[src/rtl/seven_seg_scan_driver.sv]
// Time-multiplexed N-digit 7-segment driver: double-buffered hex value, per-slot dead-time,
// leading-zero blanking and a frame pulse; every output is registered.
module seven_seg_scan_driver #(
  parameter int N_DIGITS     = 4,
  parameter int REFRESH_DIV  = 50000,
  parameter int BLANK_CYCLES = 500,
  parameter int SEG_ACT_LOW  = 1,
  parameter int DIG_ACT_LOW  = 1
) (
  input  logic                    i_clk,
  input  logic                    i_rst_n,
  input  logic [4*N_DIGITS-1:0]   i_value,
  input  logic [N_DIGITS-1:0]     i_dp,
  input  logic                    i_load,
  input  logic                    i_lz_en,
  input  logic                    i_blank,
  output logic [6:0]              o_seg,
  output logic                    o_dp,
  output logic [N_DIGITS-1:0]     o_dig,
  output logic                    o_frame
);

  localparam int PW = (REFRESH_DIV > 1) ? $clog2(REFRESH_DIV) : 1;
  localparam int IW = $clog2(N_DIGITS);
  localparam logic [PW-1:0] PRESC_MAX = PW'(REFRESH_DIV - 1);
  localparam logic [PW-1:0] BLANK_END = PW'(BLANK_CYCLES);
  localparam logic [IW-1:0] IDX_MAX   = IW'(N_DIGITS - 1);
  localparam logic          SEG_INV   = (SEG_ACT_LOW != 0);
  localparam logic          DIG_INV   = (DIG_ACT_LOW != 0);

  logic [PW-1:0]          r_presc;
  logic [IW-1:0]          r_idx;
  logic [4*N_DIGITS-1:0]  r_pend_val;
  logic [N_DIGITS-1:0]    r_pend_dp;
  logic                   r_pend_flag;
  logic [4*N_DIGITS-1:0]  r_disp_val;
  logic [N_DIGITS-1:0]    r_disp_dp;
  logic [6:0]             r_seg;
  logic                   r_dp;
  logic [N_DIGITS-1:0]    r_dig;
  logic                   r_frame;

  logic                   w_slot_end;
  logic                   w_frame_end;
  logic [3:0]             w_nib;
  logic                   w_dp_bit;
  logic                   w_lz_blank;
  logic                   w_zero_acc;
  logic [6:0]             w_seg_hi;
  logic [N_DIGITS-1:0]    w_dig_hi;

  function automatic logic [6:0] hex_to_seg(input logic [3:0] nib);
    logic [6:0] seg;
    case (nib)
      4'h0: seg = 7'b1111110;
      4'h1: seg = 7'b0110000;
      4'h2: seg = 7'b1101101;
      4'h3: seg = 7'b1111001;
      4'h4: seg = 7'b0110011;
      4'h5: seg = 7'b1011011;
      4'h6: seg = 7'b1011111;
      4'h7: seg = 7'b1110000;
      4'h8: seg = 7'b1111111;
      4'h9: seg = 7'b1111011;
      4'hA: seg = 7'b1110111;
      4'hB: seg = 7'b0011111;
      4'hC: seg = 7'b1001110;
      4'hD: seg = 7'b0111101;
      4'hE: seg = 7'b1001111;
      4'hF: seg = 7'b1000111;
      default: seg = 7'b0000000;
    endcase
    return seg;
  endfunction

  assign w_slot_end  = (r_presc == PRESC_MAX);
  assign w_frame_end = w_slot_end && (r_idx == IDX_MAX);

  // Select the current digit and decide whether it is a leading zero (scanned from the MS end).
  always_comb begin
    w_nib      = 4'h0;
    w_dp_bit   = 1'b0;
    w_lz_blank = 1'b0;
    w_zero_acc = 1'b1;
    for (int k = N_DIGITS - 1; k >= 0; k--) begin
      w_zero_acc = w_zero_acc & (r_disp_val[4*k +: 4] == 4'h0);
      if (IW'(k) == r_idx) begin
        w_nib      = r_disp_val[4*k +: 4];
        w_dp_bit   = r_disp_dp[k];
        w_lz_blank = i_lz_en && (k != 0) && w_zero_acc;
      end else begin
        w_lz_blank = w_lz_blank;
      end
    end
    if (w_lz_blank) begin
      w_seg_hi = 7'b0000000;
    end else begin
      w_seg_hi = hex_to_seg(w_nib);
    end
    if ((r_presc >= BLANK_END) && !i_blank) begin
      w_dig_hi = N_DIGITS'(1) << r_idx;
    end else begin
      w_dig_hi = '0;
    end
  end

  // Scan counters, double buffer and registered pin drivers.
  always_ff @(posedge i_clk or negedge i_rst_n) begin
    if (!i_rst_n) begin
      r_presc     <= '0;
      r_idx       <= '0;
      r_pend_val  <= '0;
      r_pend_dp   <= '0;
      r_pend_flag <= 1'b0;
      r_disp_val  <= '0;
      r_disp_dp   <= '0;
      r_seg       <= {7{SEG_INV}};
      r_dp        <= SEG_INV;
      r_dig       <= {N_DIGITS{DIG_INV}};
      r_frame     <= 1'b0;
    end else begin
      if (w_slot_end) begin
        r_presc <= '0;
        r_idx   <= (r_idx == IDX_MAX) ? '0 : r_idx + IW'(1);
      end else begin
        r_presc <= r_presc + PW'(1);
      end
      // A load landing on the boundary bypasses the pending buffer.
      if (w_frame_end && i_load) begin
        r_disp_val  <= i_value;
        r_disp_dp   <= i_dp;
        r_pend_flag <= 1'b0;
      end else if (w_frame_end && r_pend_flag) begin
        r_disp_val  <= r_pend_val;
        r_disp_dp   <= r_pend_dp;
        r_pend_flag <= 1'b0;
      end else if (i_load) begin
        r_pend_val  <= i_value;
        r_pend_dp   <= i_dp;
        r_pend_flag <= 1'b1;
      end
      r_seg   <= w_seg_hi ^ {7{SEG_INV}};
      r_dp    <= w_dp_bit ^ SEG_INV;
      r_dig   <= w_dig_hi ^ {N_DIGITS{DIG_INV}};
      r_frame <= w_frame_end;
    end
  end

  assign o_seg   = r_seg;
  assign o_dp    = r_dp;
  assign o_dig   = r_dig;
  assign o_frame = r_frame;

endmodule

[config.mk]
export PLATFORM = sky130hd
export DESIGN_NAME = seven_seg_scan_driver
export DESIGN_NICKNAME = d
export VERILOG_FILES = /design/src/rtl/seven_seg_scan_driver.sv
export SDC_FILE = /design/constraint.sdc
export NUM_CORES = 1
export LEC_CHECK = 0
export BUFFER_PORTS_ARGS = -buffer_cell sky130_fd_sc_hd__buf_2
export CAP_MARGIN = 10
export CORE_MARGIN = 5
export CORE_UTILIZATION = 63
export DETAILED_ROUTE_END_ITERATION = 10
export GPL_TIMING_DRIVEN = 0
export PLACE_DENSITY_LB_ADDON = 0.05
export SLEW_MARGIN = 10
export SYNTH_ARGS = -nofsm -noshare
export SYNTH_HDL_FRONTEND = slang
export SYNTH_SLANG_ARGS = --single-unit
[constraint.sdc]
create_clock -name i_clk -period 6.95 [get_ports i_clk]
set_input_delay 1.0425 -clock i_clk [delete_from_list [all_inputs] [get_ports i_clk]]
set_output_delay 1.0425 -clock i_clk [all_outputs]
set_load 0.02 [all_outputs]
**After elaboration in Yosys (flattened, before gate mapping)**

Memories as Yosys holds them, arrays and structs flattened.
Cells that the tools add are included.

- Memories: 1
- Bits in read-only memories: 112
- Bits in writable memories: 0
- Logic and storage cells: 66
- Bits in latches: 0
- Flip-flop bits (word level): 72
- Input bits: 25

- Divide/modulo/power cells: 0
- Muxes and demuxes: 23
- $mul: 0
- Shifts and indexed selects: 1
- $lt $le $gt $ge: 1
- $add $sub $neg: 2
- Bitwise operators: 7
- Equality and inequality tests: 5
- Reduce and logical (&&, ||, !) cells: 15

Memories:

| name | words | bits a word | rd ports | clocked after memory_dff | wr ports | line | RTL |
|---|---|---|---|---|---|---|---|
| (name not given) | 16 | 7 | 1 | 0 | 0 | 54 | `case (nib)` |

Operator list:

| operator | count |
|---|---|
| two-way mux 16 bit | 3 |
| two-way mux 4 bit | 7 |
| adder 16 x 1 -> 16 bit, second input constant | 1 |
| == test 16 bit, second input constant | 1 |
| greater-or-equal comparator 16 x 9 -> 1 bit, second input constant | 1 |
| zero test 4 bit | 3 |
| two-way mux 1 bit | 11 |
| logical AND 1 bit | 7 |
| two-way mux 7 bit | 1 |
| NOT 7 bit | 1 |
| == test 2 bit, first input constant | 2 |
| NOT 4 bit | 1 |
| left shift 1 x 2 -> 4 bit, first input constant | 1 |
| NOT 1 bit | 3 |
| AND reduction 3 bit | 1 |
| nonzero test 3 bit | 1 |
| adder 2 x 1 -> 2 bit, second input constant | 1 |
| AND 1 bit | 2 |
| == test 1 x 2 -> 1 bit, first input constant | 1 |
| == test 2 bit, second input constant | 1 |
| zero test 2 bit | 1 |
| two-way mux 2 bit | 1 |
| nonzero test 2 bit | 1 |
| zero test 1 bit | 1 |

**Depth between registers and ports, before layout**

- Depth after elaboration: 8
- Depth in mapped cells: 11

**Worst setup path before layout**

Ideal clock, no wire load.

- Kind: flip-flop to flip-flop
- Start: register r_idx[0]
- End: register r_seg[1] (netlist: o_seg[1])
- Cell stages (with the launch flop): 12
- Setup time: 0.111 ns
- Path slack: 4.657 ns
- Arrival time: 2.182 ns
- Buffers on the path: 1
- Clock period less this slack: 2.293 ns
- Cell sequence: dfrtp_1 -> inv_1 -> ha_1 -> buf_2 -> a21oi_1 -> o21ai_0 -> a22oi_1 -> inv_1 -> ha_1 -> mux2_2 -> nand2_1 -> o311ai_0

- Word-level cells in the longest chain between the ends: 8

Ends and longest elaborated chain:

| what | line | RTL |
|---|---|---|
| from (decl) | 32 | `logic [IW-1:0] r_idx;` |
| from (signal assigned) | 124 | `r_idx <= (r_idx == IDX_MAX) ? '0 : r_idx + IW'(1);` |
| == test 2 bit | 87 | `if (IW'(k) == r_idx) begin` |
| two-way mux 4 bit (4 in series) | 87 |  |
| memory (16 x 7 bit) | - |  |
| two-way mux 7 bit * | 95 | `if (w_lz_blank) begin` |
| NOT 7 bit (no source line) * | - |  |
| to (signal assigned) | 117 | `r_seg <= {7{SEG_INV}};` |
| to (signal assigned) | 142 | `r_seg <= w_seg_hi ^ {7{SEG_INV}};` |
| to (decl) | 38 | `logic [6:0] r_seg;` |

Every way passes the cells marked *; elsewhere a longest branch is shown, timed or not.
A chain may end at the register's enable or synchronous reset.

**Worst setup path in the final report**

Ends and elaborated chain as after synthesis.

==> flow_summary.yaml <==
global_routing:
  grt_pass1_vias: 2521
  grt.total_usage_pct: 20.72
  grt_max_degree: 52
  antenna_found_initial: 0
  grt_pass1_wl_mm: 11.70
  grt_overflow_total: 0
final_layout:
  diodes: 0
  final_nets: 402
  final.fill_count: 407
  areaGrowthSynthToFinish_pct: 14.39
  fin_cells: 442
  fin_util_pct: 73.25
  drive_above_1_share_pct: 28.38
worst_setup_path:
  required_ns: 7.19
  worstSetupStartpointType: "flip-flop"
  criticalPathCategory: "flip-flop to flip-flop"
  worstPathMaxFanout: 10
  critPathCaptureType: "flip-flop"
  arrival_ns: 2.95
sta:
  setup_tns_ns: 0
  fmax_ghz: 0.3697
  hold_viol: 0
  period_needed_ns: 2.705
  clock_skew_ns: 0.01132
  maxSlewHeadroom_pct: 45.20
  slew_violations: 0
  grt_setup_unrepaired: "false"
  setup_viol: 0
  fin_crit_sh_pct: 38.92
  max_slew.worst_pin.slew_ns: 0.8171
clocking:
  cts_tree: "built"
  clockRootBuffer: "clkbuf_8"
  cts_buffer_depth: 2
  numCtsBuffers: 9
  cts_sinks: 72
  post_cts_buffers: 0
  clkTransAtPathRegs_ns: 0.08
  clock_latency_ns: 0.35
  cts_max_level: 3
  ctsResizeCount: 0
  hold_buffers: 0
min_path:
  hp-class: "flip-flop to flip-flop"
synth:
  synth.avg_cell_area_um2: 11.09
  ys_async_sr_fraction_pct: 100.0
  seq_area_frac_synth_pct: 51.84
  synth_edf_count: 0
  yosysUniqueCellTypes: 45
  yosysWarningCount: 0
  ys_dominant_reg_cell: "dfrtp_1"
  synthCells: 316
  syn-num-nets: 353
  syn_area_um2: 3505
  ys_ff_latch: 72
die:
  rows: 27
  start_util_pct: 64.04
  fp.dieH_um: 84.59
  core_area_um2: 5473
  io_pins: 38
  die_area_um2: 7155
  die_w_um: 84.59
run_status:
  status: "finished, final reports clean"
routing:
  via_count: 2520
  ant_nets: 0
  vias_per_cell: 5.701
  drtIter0Drc: 115
  wl_mm: 6.820
  drtPass1Iterations: 4
  route.detailed.drc: 0
  wire_per_inst_um: 15.43
place:
  placed_cells: 426
  gp_congestion: 0.8548
  hpwlAfterDp_mm: 4.716
  io_buffers: 37
run:
  maxCapViolations: 0
power:
  power_density_nw_per_um2: 206.1
  irDropWorstVdd_uv: 167.7
  p_leak_nw: 1.829
==> layout make-up <==
class                   count  area, µm²  area share [%]
plain buffers              17      106.4           2.653
clock buffers              13      158.9           3.964
clock inverters             3      40.04          0.9988
inverters                   9      33.78          0.8427
multi-input cells         218       1548           38.61
flip-flops and latches     72       1817           45.32
well taps                  72      90.09           2.247
repair buffers             38      215.2           5.368
==> metrics by stage <==
step           power, mW  hold WS, ns  setup slack (ns)  cell area [µm²]
6_report          0.8262       0.4295             4.245             4009
5_1_grt           0.8612       0.4490             4.009             4009
3_3_place_gp      0.4965       0.4129             4.365             3780
2_1_floorplan     0.4752       0.3868             4.657             3505
4_1_cts           0.8326       0.4298             4.255             4009
3_5_place_dp      0.4999       0.4164             4.288             3810
==> final timing paths <==
kind	depth (start not counted)	to	startpoint	slack, ns
worst max-delay path	11	o_seg[1]	r_idx[0]	4.25
worst min-delay path	1	o_dp	r_disp_dp[0]	0.43
worst max register to register	11	o_seg[1]	r_idx[0]	4.25
worst min register to register	1	o_dp	r_disp_dp[0]	0.43
max in group asynchronous	2	o_dp	i_rst_n	5.78
min in group asynchronous	1	r_presc[11]	i_rst_n	0.57
==> power by group <==
part           internal (mW)  switching (mW)
logic                 0.0303          0.0243
clock network          0.185           0.150
registers              0.431         0.00618
total                  0.646           0.180
==> per-layer routing <==
layer | track usage (%) | routed length [µm] | vias up
met5 | 0 | 0 | -
met4 | 9.065 | 158 | 0
met3 | 5.397 | 307 | 13
met2 | 32.17 | 3235 | 60
met1 | 27.45 | 3119 | 1222
li1 | - | - | 1225
==> layout by cell type, fill, tap and decap left out, types with 3 or more instances in the layout <==
| cell type | netlist | layout |
|---|---|---|
| dfrtp_1 | 60 | 60 |
| buf_2 | 10 | 46 |
| nand2_1 | 40 | 40 |
| o22ai_1 | 21 | 21 |
| o21ai_1 | 21 | 21 |
| mux2_4 | 20 | 20 |
| nor2_1 | 14 | 14 |
| ha_1 | 12 | 12 |
| dfstp_2 | 12 | 12 |
| clkbuf_8 | 0 | 11 |
| inv_1 | 9 | 9 |
| a21oi_1 | 9 | 9 |
| o21ai_0 | 7 | 7 |
| mux2i_1 | 7 | 7 |
| nand3_1 | 6 | 6 |
| xor2_1 | 6 | 6 |
| clkbuf_1 | 3 | 5 |
| nor4_1 | 5 | 5 |
| xnor2_1 | 5 | 5 |
| and3_1 | 4 | 4 |
| a211oi_1 | 4 | 4 |
| buf_6 | 4 | 4 |
| nand4_1 | 3 | 3 |
| nand4b_1 | 3 | 3 |
| nor2b_1 | 3 | 3 |
| nand3b_1 | 3 | 3 |
==> synthesized netlist by cell type, types with 2 or more instances <==
master    instances  area [µm²]
o221ai_1          2       17.52
dfstp_2          12       315.3
mux2_4           20       300.3
clkbuf_1          3       11.26
xnor2_1           5       43.79
nand4_1           3       18.77
buf_2            10       50.05
xor2_1            6       52.55
a21oi_1           9       45.04
mux2i_1           7       70.07
o22ai_1          21       131.4
nand4b_1          3       26.28
mux2_2            2       22.52
nand2_1          40       150.1
buf_6             4       45.04
nor2_1           14       52.55
and2_1            2       12.51
o21ai_0           7       35.03
nor4_1            5       31.28
dfrtp_1          60        1501
nand2b_1          2       12.51
a211oi_1          4       30.03
nand3_1           6       30.03
and3_1            4       25.02
o21ai_1          21       105.1
nor3b_1           2       15.01
inv_1             9       33.78
nand3b_1          3       22.52
nor2b_1           3       18.77
ha_1             12       150.1
==> cells by family (layout without fill, tap and decap cells) <==
kind of cell             Yosys count  in the layout  share of synthesized area (%)
AND/OR/NAND/NOR                   95             95                          13.89
buffers and inverters             26             80                          3.998
AO/OA/AOI/OAI                     71             71                          12.03
adder cells (fa/ha/maj)           12             12                          4.284
XOR/XNOR                          11             11                          2.749
multiplexers                      29             29                          11.21
flip-flops                        72             72                          51.84
==> registers in the layout (all words and copies together) (netlist names) <==
signal / cells
r_disp_val: 16
r_pend_flag: 1
o_dig: 4
r_pend_dp: 4
o_seg: 7
r_disp_dp: 4
o_dp: 1
r_idx: 2
o_frame: 1
r_presc: 16
r_pend_val: 16
==> critical path, cell delays in order, from the launching register on <==
cell and delay (ns):
dfrtp_1 0.41, inv_1 0.09, ha_1 0.22, buf_2 0.19
a21oi_1 0.14, o21ai_0 0.10, a22oi_1 0.51, inv_1 0.18
ha_1 0.31, mux2_2 0.28, nand2_1 0.06, o311ai_0 0.12
Note: power is estimated with default switching activity, not from simulation.
